==> src/rtl/uart_ctrl_pkg.sv <==
// Shared types and defaults for the UART RX round-robin collector.
// Holds the collector FSM encoding and channel sizing constants.
package uart_ctrl_pkg;

    typedef enum logic [1:0] {
        ST_IDLE = 2'd0,
        ST_RD   = 2'd1,
        ST_CAP  = 2'd2,
        ST_OUT  = 2'd3
    } rx_state_t;

    localparam int UART_NUM_DEF  = 6;
    localparam int BURST_MAX_DEF = 16;
    localparam int CH_W_DEF      = $clog2(UART_NUM_DEF);

endpackage

==> src/rtl/uart_rr_arbiter.sv <==
// Round-robin pick: first requesting index cyclically after the last grant.
// Purely combinational; the caller registers the result.
module uart_rr_arbiter
    import uart_ctrl_pkg::*;
#(
    parameter int N    = UART_NUM_DEF,
    parameter int CH_W = CH_W_DEF
) (
    input  logic [N-1:0]    i_req,
    input  logic [CH_W-1:0] i_last_grant,
    output logic [CH_W-1:0] o_grant,
    output logic            o_any
);

    logic            w_hi_found;
    logic [CH_W-1:0] w_hi_grant;
    logic            w_lo_found;
    logic [CH_W-1:0] w_lo_grant;

    // Descending scan so the lowest index wins in each half.
    always_comb begin
        w_hi_found = 1'b0;
        w_hi_grant = '0;
        w_lo_found = 1'b0;
        w_lo_grant = '0;
        for (int i = N - 1; i >= 0; i--) begin
            if (i_req[i]) begin
                w_lo_found = 1'b1;
                w_lo_grant = CH_W'(i);
                if (i > int'(i_last_grant)) begin
                    w_hi_found = 1'b1;
                    w_hi_grant = CH_W'(i);
                end
            end
        end
    end

    assign o_any   = w_lo_found;
    assign o_grant = w_hi_found ? w_hi_grant : w_lo_grant;

endmodule

==> src/rtl/uart_rx_rr_collector.sv <==
// Round-robin collector draining per-channel UART RX FIFOs into one stream.
// Define UART_RX_BYTE_CNT_EN to add per-channel delivered-byte counters.
module uart_rx_rr_collector
    import uart_ctrl_pkg::*;
#(
    parameter int UART_NUM  = UART_NUM_DEF,
    parameter int BURST_MAX = BURST_MAX_DEF,
    parameter int CH_W      = CH_W_DEF
) (
    input  logic                  pcie_axi_clk,
    input  logic                  sys_reset_n,
    input  logic [UART_NUM-1:0]   fifo_uart_rx_empty,
    output logic [UART_NUM-1:0]   fifo_uart_rx_rden,
    input  logic [UART_NUM*8-1:0] uart_rx_data,
    input  logic [UART_NUM-1:0]   ch_enable,
    output logic                  m_valid,
    input  logic                  m_ready,
    output logic [7:0]            m_data,
    output logic [CH_W-1:0]       m_chan,
    output logic                  m_last,
`ifdef UART_RX_BYTE_CNT_EN
    output logic                  busy,
    output logic [UART_NUM*32-1:0] byte_cnt
`else
    output logic                  busy
`endif
);

    rx_state_t       r_state;
    rx_state_t       w_state_nxt;
    logic [CH_W-1:0] r_grant;
    logic [CH_W-1:0] r_last_grant;
    logic [7:0]      r_burst_cnt;
    logic [7:0]      r_data;
    logic [CH_W-1:0] r_chan;
    logic            r_last;

    logic [UART_NUM-1:0] w_eligible;
    logic [CH_W-1:0]     w_arb_grant;
    logic                w_arb_any;
    logic [7:0]          w_rx_byte;
    logic                w_empty_g;
    logic                w_en_g;
    logic                w_last_cap;
    logic                w_hs;

    assign w_eligible = ch_enable & ~fifo_uart_rx_empty;

    uart_rr_arbiter #(
        .N    (UART_NUM),
        .CH_W (CH_W)
    ) u_arb (
        .i_req        (w_eligible),
        .i_last_grant (r_last_grant),
        .o_grant      (w_arb_grant),
        .o_any        (w_arb_any)
    );

    always_comb begin
        w_rx_byte = '0;
        w_empty_g = 1'b1;
        w_en_g    = 1'b0;
        for (int i = 0; i < UART_NUM; i++) begin
            if (r_grant == CH_W'(i)) begin
                w_rx_byte = uart_rx_data[i*8 +: 8];
                w_empty_g = fifo_uart_rx_empty[i];
                w_en_g    = ch_enable[i];
            end
        end
    end

    assign w_last_cap = ({1'b0, r_burst_cnt} + 9'd1 == 9'(BURST_MAX))
                      | w_empty_g | ~w_en_g;

    // Read strobe is gated by reset and by the FIFO's own empty flag.
    always_comb begin
        fifo_uart_rx_rden = '0;
        for (int i = 0; i < UART_NUM; i++) begin
            if (r_state == ST_RD && sys_reset_n &&
                r_grant == CH_W'(i) && !fifo_uart_rx_empty[i]) begin
                fifo_uart_rx_rden[i] = 1'b1;
            end
        end
    end

    always_ff @(posedge pcie_axi_clk) begin
        if (!sys_reset_n) begin
            r_state <= ST_IDLE;
        end else begin
            r_state <= w_state_nxt;
        end
    end

    always_comb begin
        w_state_nxt = r_state;
        unique case (r_state)
            ST_IDLE: begin
                if (w_arb_any) begin
                    w_state_nxt = ST_RD;
                end
            end
            ST_RD:   w_state_nxt = ST_CAP;
            ST_CAP:  w_state_nxt = ST_OUT;
            ST_OUT: begin
                if (m_ready) begin
                    w_state_nxt = r_last ? ST_IDLE : ST_RD;
                end
            end
            default: w_state_nxt = ST_IDLE;
        endcase
    end

    assign w_hs = (r_state == ST_OUT) && m_ready;

    always_ff @(posedge pcie_axi_clk) begin
        if (!sys_reset_n) begin
            r_grant      <= '0;
            r_last_grant <= CH_W'(UART_NUM - 1);
            r_burst_cnt  <= '0;
            r_data       <= '0;
            r_chan       <= '0;
            r_last       <= 1'b0;
        end else begin
            if (r_state == ST_IDLE && w_arb_any) begin
                r_grant <= w_arb_grant;
            end
            if (r_state == ST_CAP) begin
                r_data      <= w_rx_byte;
                r_chan      <= r_grant;
                r_burst_cnt <= r_burst_cnt + 8'd1;
                r_last      <= w_last_cap;
            end
            if (w_hs && r_last) begin
                r_last_grant <= r_grant;
                r_burst_cnt  <= '0;
            end
        end
    end

    assign m_valid = (r_state == ST_OUT);
    assign m_data  = r_data;
    assign m_chan  = r_chan;
    assign m_last  = r_last;
    assign busy    = (r_state != ST_IDLE);

`ifdef UART_RX_BYTE_CNT_EN
    logic [31:0] r_byte_cnt [UART_NUM];

    always_ff @(posedge pcie_axi_clk) begin
        if (!sys_reset_n) begin
            for (int i = 0; i < UART_NUM; i++) begin
                r_byte_cnt[i] <= '0;
            end
        end else if (w_hs) begin
            for (int i = 0; i < UART_NUM; i++) begin
                if (r_chan == CH_W'(i)) begin
                    r_byte_cnt[i] <= r_byte_cnt[i] + 32'd1;
                end
            end
        end
    end

    for (genvar g = 0; g < UART_NUM; g++) begin : g_cnt
        assign byte_cnt[g*32 +: 32] = r_byte_cnt[g];
    end
`endif

endmodule

==> config.mk <==
export PLATFORM = sky130hd
export DESIGN_NAME = uart_rx_rr_collector
export DESIGN_NICKNAME = d
export VERILOG_FILES = /design/src/rtl/uart_ctrl_pkg.sv /design/src/rtl/uart_rr_arbiter.sv /design/src/rtl/uart_rx_rr_collector.sv
export SDC_FILE = /design/constraint.sdc
export NUM_CORES = 1
export LEC_CHECK = 0
export ABC_AREA = 1
export CAP_MARGIN = 20
export CORE_ASPECT_RATIO = 0.75
export CORE_MARGIN = 10
export CORE_UTILIZATION = 43
export DETAILED_ROUTE_END_ITERATION = 8
export HOLD_SLACK_MARGIN = 0.05
export PLACE_DENSITY = 0.8
export SLEW_MARGIN = 25
export SYNTH_ARGS = -nofsm -noshare
export SYNTH_HDL_FRONTEND = slang
export SYNTH_SLANG_ARGS = --single-unit
==> constraint.sdc <==
create_clock -name pcie_axi_clk -period 2 [get_ports pcie_axi_clk]
set_input_delay 0.4 -clock pcie_axi_clk [delete_from_list [all_inputs] [get_ports pcie_axi_clk]]
set_output_delay 0.4 -clock pcie_axi_clk [all_outputs]
set_load 0.02 [all_outputs]
== Word-level counts from Yosys, hierarchy flattened ==
Cells that the tools add are included.

* Register bits after elaboration: 28
* Output and inout bits: 20

* Add/subtract/negate cells: 2
* $lt $le $gt $ge: 5
* Equality and inequality tests: 11
* Muxes and demuxes: 61
* Bitwise gates (word level): 6
* Reduce and logical (&&, ||, !) cells: 27

{| class="wikitable"
|+ Operators with widths
! operator !! count
|-
| $mux 3 || 17
|-
| $mux 8 || 6
|-
| $mux 1 || 35
|-
| $logic_and 1x1->1 || 16
|-
| $add 8x1->9 const B || 1
|-
| $eq 9x5->1 const B || 1
|-
| $add 8x1->8 const B || 1
|-
| $pmux 2 s4 || 1
|-
| $and 6x6->6 || 1
|-
| $eq 3x2->1 const B || 2
|-
| $eq 3x3->1 const B || 2
|-
| $gt 2x3->1 const A || 2
|-
| $gt 3x3->1 const A || 2
|-
| $logic_not 1->1 || 6
|-
| $not 6->6 || 1
|-
| $eq 2x2->1 const B || 2
|-
| $mux 2 || 2
|-
| $eq 3x1->1 const B || 1
|-
| $gt 1x3->1 const A || 1
|-
| $logic_not 3->1 || 1
|-
| $eq 2x1->1 const B || 1
|-
| $logic_not 2->1 || 1
|-
| $ne 2x1->1 const B || 1
|-
| $ne 2x2->1 const B || 1
|-
| other kinds (5) || 7
|}

== Logic depth before layout (Yosys ltp) ==
Gate-level depths: netlist of the first run.

* Depth in word-level cells: 12
* Mapped depth: 10

== Hierarchy ==
Synthesis of the first run repeated with hierarchy kept, for this count alone.

* Cells, all modules: 333
* Area total of the unflattened synthesis: 1,984.4 µm²

{| class="wikitable"
|+ By module, submodules not included
! module !! times used !! cells each !! area each (µm²) !! sequential area each (µm²)
|-
| uart_rx_rr_collector || 1 || 296 || 1,798.0 || 560.5
|-
| uart_rr_arbiter || 1 || 37 || 186.4 || 0.0
|}

== Least setup slack after synthesis of the first run ==
Ideal clock, no wire load.

* Path kind: input-to-output
* Start: input port sys_reset_n
* End: output port fifo_uart_rx_rden[2]
* Arrival time: 1.183 ns
* Data required time: 1.600 ns
* Slack: 0.417 ns
* Cell stages on the path: 3
* Buffers on the path: 1
* Cell sequence: clkbuf_2 -> nand2_1 -> nor3_1

* Cells in the longest elaborated chain, start to end: 4

{| class="wikitable"
|+ Ends and longest elaborated chain
! item !! line !! text
|-
| start, declared || uart_rx_rr_collector.sv:11 || <nowiki>input logic sys_reset_n,</nowiki>
|-
| $logic_and 1x1->1 (2 in series) || uart_rx_rr_collector.sv:79 || <nowiki>if (r_state == ST_RD && sys_reset_n &&</nowiki>
|-
| $logic_and 1x1->1 || uart_rx_rr_collector.sv:80 || <nowiki>r_grant == CH_W'(i) && !fifo_uart_rx_empty[i]) begin</nowiki>
|-
| $mux 1 || uart_rx_rr_collector.sv:79 ||
|-
| end, declared || uart_rx_rr_collector.sv:13 || <nowiki>output logic [UART_NUM-1:0] fifo_uart_rx_rden,</nowiki>
|}

Every way passes these cells.

== Worst setup path in the final report of the first run ==
* Start: input port sys_reset_n
* End: output port fifo_uart_rx_rden[1]

The elaborated chain is that of the path after synthesis.

==> impl_results.md, run 1 <==
* Status: finished clean
* Final nets at 502
* Vias at between 2000 and 3000
* # clock sinks at 28
* Synth top area cells: dfxtp_1, nand2_1, inv_1, a21oi_1, nand3_1
* Worst setup SP type: primary input
* Critical Path AT at between 1.5 and 2 ns
* DR vias/cell at around 5.2
* Gr ovfl total at 0
* DRC violations left at 0
* CP cell instances: clkdlybuf4s50_1 > nand2_1 > nor2_1 > dlygate4sd2_1
* Area growth from synthesis to final layout at 48.3%
* I/O pin cnt at 83
* IO Port Bufs at 82
* Final setup viols at 0
* PwrDens at 1010 nW/um2
* Antenna Cells at 0
* Lkg Pwr at ~1.4 nW
* Routed len/inst at 14.4 um
* Crit path required time at around 1.6 ns
* Total core area at roughly 4500 um2
* Cells on worst reg2reg path at 7
* Unrepaired setup endpoints after global routing: no
* Cell Area, Placed at 2960 um2
* Final RePlAce weighted congestion at 0.890
* Yosys warns at 0
* H-tree depth at 1
* Crit-path max cell delay at 0.49 ns
* Seq/Total Area, Yosys at between 20% and 30%
* Vias in the first global route at ~2400
* Initial antenna violation count at 0
* Sum Neg Setup Slack at 0 ns
* Fin crit period at 1.92 ns
* Height of the die at 79.5 um
* Share of layout cells above drive strength 1 at 6.73%
* Final Cell Area at 3010 um2
* Synthesized area per cell at between 5 and 6 um2
* Slowest CP cell: clkdlybuf4s50_1
* Total CTS buffers at 3
* CP Class: in -> out
* Yosys reg bits at 28
* CTS tree: yes
* Synthesized netlist cell count at 339
* Most common cell in the netlist: nand2_1
* Syn nets at 409
* Least-Margin Pin Slew at 0.610 ns
* Global-route wire length before repair at 11.2 mm
* Starting Density at 44.9%
* Number of synthesized flops with an enable pin at 0
* Post-synthesis instance area at 2030 um2
* Die Wd at a little under 100 um
* Max Clock Skew at between 0.008 and 0.009 ns
* CTS Root Cell: clkbuf_8
* Post-CTS Setup Bufs at 0
* CP top delay family: buffers and inverters
* Fmax at 0.520 GHz
* Worst setup EP type: output pin
* GRT Util Overall at 16.9%
* Min-delay worst type: reg -> reg
* Post-Place Worst Slack at -0.292 ns
* Hold path depth at 2
* Hpwl dp at 5.72 mm
* Worst-Skew Late Latency at between 0.2 and 0.3 ns
* Setup WS post-layout at 0.0774 ns
* Cell taking the most area after synthesis: dfxtp_1
* Routed Antenna Nets at 0
* Instance count on the critical path at 4
* Max VDD drop at a little under 800 uV
* # rows at 21
* Final Hold Viols at 0
* Post-synthesis cell type count at 26
* CTS clk-pin slew, worst paths at roughly 0.090 ns
* Die area at 7900 um2
* DRT iter0 DRCs at 190
* CP Max Fanout at 6
* Final WL at 7.02 mm
* Hold buffers post-CTS at 0
* Relative slew slack at 59.3%
* Final worst-path cycle share at between 90% and 100%
* Bufs on Longest Clock Path at 2
* Top-area cell type share of the netlist area at 27.6%
* Max-Cap Viols at 0
* Largest net degree at the start of global routing at 23
* Crit path buf inv count at 2
* Total power at 3.05 mW
* Fraction of registers with async set/reset at 0%
* Ys flop type: dfxtp_1
* Initial DRT Pass Iterations at 5
* Slew Limit Fails at 0
* Synth top cells by count: nand2_1, inv_1, nor2_1
## path summary, 6_finish.rpt
kind / slack, ns / start / to
max: 0.08 / sys_reset_n / fifo_uart_rx_rden[1]
min: 0.47 / m_data[0] / m_data[0]
max reg2reg: 0.37 / r_state[0] / m_data[2]
min reg2reg: 0.47 / m_data[0] / m_data[0]
## metal layers
metal  global-route usage, %  wire length (um)  part of all wire, %  vias to the layer above
li1                        -                 -                    -                     1274
met1                    20.6              3190                   45                     1158
met2                    29.5              3270                   47                      100
met3                    4.41               514                  7.3                        4
met4                    2.43                42                 0.60                        0
met5                       0                 0                    0                        -
## state kept, by name, summed over array words and instances (netlist names)
signal	flops
m_chan	3
m_data	8
m_last	1
r_burst_cnt	8
r_grant	3
r_last_grant	3
r_state	2
## metrics by stage
stage          hold WS [ns]  instances  util, %
2_1_floorplan         0.471        339        -
3_3_place_gp          0.453        484     65.4
3_5_place_dp          0.458        484     65.4
4_1_cts               0.472        488     66.9
5_1_grt               0.498        488     66.6
6_report              0.468        488     66.6
## tightest hold or removal path, stage by stage, from the launching register on
cell	delay, ns
dfxtp_1	0.32
nand2_1	0.06
a21oi_1	0.05
## cell usage in the layout (no fill, tap or decap), drive strengths merged
cell type	netlist	final
nand2	75	75
clkdlybuf4s50	0	74
nor2	39	39
ha	7	7
o21bai	1	1
nand4	12	12
a21boi	1	1
o31ai	1	1
nand3b	1	1
nand3	32	32
clkbuf	7	7
dfxtp	28	28
dlymetal6s2s	0	1
a21oi	34	34
a211oi	2	2
inv	60	60
dlygate4sd2	0	3
nor3	5	5
buf	2	15
clkinv	1	1
bufinv	0	1
nand2b	1	1
xnor2	1	1
xor2	1	1
o21ai	28	28
## logic make-up (layout without fill, tap and decap cells)
| kind of cell | after synthesis | in the layout | synth area share (%) |
|---|---|---|---|
| XOR/XNOR | 2 | 2 | 0.863 |
| AO/OA/AOI/OAI | 67 | 67 | 17.1 |
| adder cells (fa/ha/maj) | 7 | 7 | 4.32 |
| flip-flops | 28 | 28 | 27.6 |
| AND/OR/NAND/NOR | 165 | 165 | 35.0 |
| buffers and inverters | 70 | 162 | 15.1 |
## what timing repair did
| item | CTS | global route |
|---|---|---|
| resized for setup | 10 | 11 |
| setup endpoints to repair | 7 | 5 |
| cloned | 0 | 0 |
## cell type report
| type | count | area, um2 |
|---|---|---|
| fillers | 430 | 1510 |
| flip-flops and latches | 28 | 561 |
| multi-input cells | 241 | 1160 |
| well taps | 57 | 71.3 |
| clock inverters | 1 | 30.0 |
| inverters | 61 | 230 |
| repair buffers | 97 | 912 |
| clock buffers | 3 | 41.3 |
## power by group
part	switching (mW)	leakage (nW)	internal, mW	total [mW]
clock	0.176	0.0357	0.268	0.444
combinational	0.997	1.17	0.727	1.72
sequential	0.163	0.229	0.723	0.886
total	1.34	1.43	1.72	3.05
(Power assumes the default switching activity.)
==> inputs of run 2 (changes only) <==
--- a/config.mk
+++ b/config.mk
@@ -9,10 +9,11 @@
 export CAP_MARGIN = 20
 export CORE_ASPECT_RATIO = 0.75
 export CORE_MARGIN = 10
-export CORE_UTILIZATION = 43
+export CORE_UTILIZATION = 45
+export CTS_BUF_LIST = sky130_fd_sc_hd__clkbuf_4
 export DETAILED_ROUTE_END_ITERATION = 8
 export HOLD_SLACK_MARGIN = 0.05
-export PLACE_DENSITY = 0.8
+export PLACE_DENSITY = 0.83
 export SLEW_MARGIN = 25
 export SYNTH_ARGS = -nofsm -noshare
 export SYNTH_HDL_FRONTEND = slang
==> impl_results.md, run 2 (same netlist as run 1, synthesis figures left out) <==
* Status: finished clean
* Hold path depth at 2 (unchanged)
* Commonest non-fill, non-tap cell in the layout: nand2_1
* Unrepaired setup endpoints after global routing: yes
* DRC violations left at 0 (unchanged)
* PwrDens at 954 nW/um2 (-6.0%)
* Gr ovfl total at 0 (unchanged)
* Total power at 2.82 mW (-7.5%)
* Die area at 7620 um2 (-3.4%)
* Largest net degree at the start of global routing at 23 (unchanged)
* Routed Antenna Nets at 0 (unchanged)
* Worst setup EP type: output pin
* Final WL at 6.87 mm (-2.2%)
* # clock sinks at 28 (unchanged)
* CTS Root Cell: clkbuf_4
* Final RePlAce weighted congestion at 0.875 (-1.7%)
* Fin crit period at 1.91 ns (-0.0119 ns)
* Critical Path AT at 1.51 ns (about the same)
* Max-Cap Viols at 0 (unchanged)
* Vias at 2472 (-2.5%)
* Final Hold Viols at 0 (unchanged)
* Switch Pwr at 1.29 mW (-3.6%)
* DR vias/cell at 5.06 (-2.7%)
* Crit path required time at 1.60 ns (about the same)
* CP Max Fanout at 6 (unchanged)
* Post-Place Worst Slack at -0.300 ns (-0.00792 ns)
* Post-CTS Setup Bufs at 0 (unchanged)
* Critical R2R Launch: r_state[0]
* Uppermost layer routed: met4
* Setup WS post-layout at 0.0893 ns (+0.0119 ns)
* Worst-Skew Late Latency at 0.33 ns (+0.05 ns)
* CTS clk-pin slew, worst paths at 0.15 ns (+0.06 ns)
* Hold WS at 0.475 ns (+0.00614 ns)
* Global-route wire length before repair at 11.4 mm (+1.1%)
* Hold path endpoint: m_data[3]
* Least-Margin Pin Slew at 0.605 ns (-0.00450 ns)
* GRT Util Overall at 17.6% (+0.73 points)
* H-tree depth at 1 (unchanged)
* FF-to-FF setup slack at 0.37 ns (about the same)
* Logic pwr share at 60.7% (+4.3 points)
* Area growth from synthesis to final layout at 45.9%
* Max Clock Skew at 0.00432 ns (-0.00411 ns)
* Routed wl met3 at 390 um (-24%)
* Hold_sp: m_data[3]
* Met2 routed WL at 3.08 mm (-5.9%)
* Final nets at 503 (+0.20%)
* Hpwl dp at 5.69 mm (-0.52%)
* RR Endpoint: r_burst_cnt[5]
* Total CTS buffers at 3 (unchanged)
* # rows at 21 (unchanged)
* PostCTS Resize Cnt at 12 (+2)
* Switching share of power at 45.6% (+1.8 points)
* Hold buffers post-CTS at 0 (unchanged)
* Lkg Pwr at 1.40 nW (-2.4%)
* Bufs on Longest Clock Path at 2 (unchanged)
* Min-delay worst type: reg -> reg
* Cells on worst reg2reg path at 7 (unchanged)
* Slew Limit Fails at 0 (unchanged)
* Initial DRT Pass Iterations at 5 (unchanged)
* Sum of routed wire segments on met1 at 3.32 mm (+3.9%)
* CP Class: in -> out
* Most frequent cells in the layout: nand2_1, clkdlybuf4s50_1, inv_1
* Routed len/inst at 14.1 um (-2.4%)
* Relative slew slack at 59.6% (+0.30 points)
* Starting Density at 46.0% (+1.1 points)
* Height of the die at 78.2 um (-1.7%)
* Vias in the first global route at 2354 (-0.21%)
* Fmax at 0.523 GHz (+0.62%)
* Sum Neg Setup Slack at 0 ns (unchanged)
* Share of power burned in registers at 30.9% (+1.9 points)
* Final worst-path cycle share at 95.5% (-0.59 points)
* DRT iter0 DRCs at 138 (-27%)
* Int Pwr at 1.54 mW (-11%)
* Total core area at 4410 um2 (-2.3%)
* Clk pwr share at 8.4% (-6.1 points)
* Final setup viols at 0 (unchanged)
* Antenna Cells at 0 (unchanged)
* CTS tree: yes
* IO Port Bufs at 82 (unchanged)
* Worst setup SP type: primary input
* Die Wd at 97.5 um (-1.8%)
* Max VDD drop at 626 uV (-19%)
* Share of layout cells above drive strength 1 at 7.18% (+0.45 points)
* I/O pin cnt at 83 (unchanged)
* Initial antenna violation count at 0 (unchanged)
[run 2: worst max path at each step]
stage | startpoint | end | slack, ns | cells past startpoint
6_report | sys_reset_n | fifo_uart_rx_rden[1] | 0.09 | 4
5_1_grt | r_state[1] | fifo_uart_rx_rden[4] | -0.003 | 5
4_1_cts | sys_reset_n | fifo_uart_rx_rden[3] | 0.003 | 4
3_5_place_dp | sys_reset_n | fifo_uart_rx_rden[3] | -0.30 | 4
3_3_place_gp | sys_reset_n | fifo_uart_rx_rden[4] | -0.28 | 4
2_1_floorplan | sys_reset_n | fifo_uart_rx_rden[2] | 0.42 | 3
[run 2: stage by stage]
| step | instances | cell area [um2] | utilization, % |
|---|---|---|---|
| 2_1_floorplan | 339 | 2030 | - |
| 3_3_place_gp | 485 | 2970 | 67.2 |
| 3_5_place_dp | 485 | 2970 | 67.2 |
| 4_1_cts | 489 | 2990 | 67.7 |
| 5_1_grt | 489 | 2960 | 67.1 |
| 6_report | 489 | 2960 | 67.1 |
[run 2: power groups by stage]
stage	clock (mW)	combinational, mW	sequential, mW
2_1_floorplan	0	1.05	0.934
6_report	0.237	1.72	0.872
4_1_cts	0.248	1.73	0.869
5_1_grt	0.269	1.96	0.894
3_5_place_dp	0	1.74	0.881
3_3_place_gp	0	1.72	0.873
[run 2: final cells by class]
cell class,count,area [um2]
Fill cell,413,1450
Multi-Input combinational cell,241,1160
Timing Repair Buffer,98,908
Sequential cell,28,562
Inverter,61,230
Tap cell,57,71.3
Clock buffer,3,22.5
Clock inverter,1,3.75
[run 2: metal layers]
layer / up-vias / GRT usage [%]
met5: - / 0
met4: 0 / 3.62
met3: 8 / 4.29
met2: 78 / 28.9
met1: 1105 / 22.9
li1: 1281 / -
[run 2: critical path: stages]
cell,delay [ns]
clkdlybuf4s50_1,0.50
nand2_1,0.15
nor2_1,0.12
dlygate4sd2_1,0.34
==> inputs of run 3 (changes only) <==
--- a/config.mk
+++ b/config.mk
@@ -14,7 +14,6 @@
 export DETAILED_ROUTE_END_ITERATION = 8
 export HOLD_SLACK_MARGIN = 0.05
 export PLACE_DENSITY = 0.83
-export SLEW_MARGIN = 25
 export SYNTH_ARGS = -nofsm -noshare
 export SYNTH_HDL_FRONTEND = slang
 export SYNTH_SLANG_ARGS = --single-unit
==> results of run 3 <==
Final layout, timing and power as in run 2 (identical DEF).
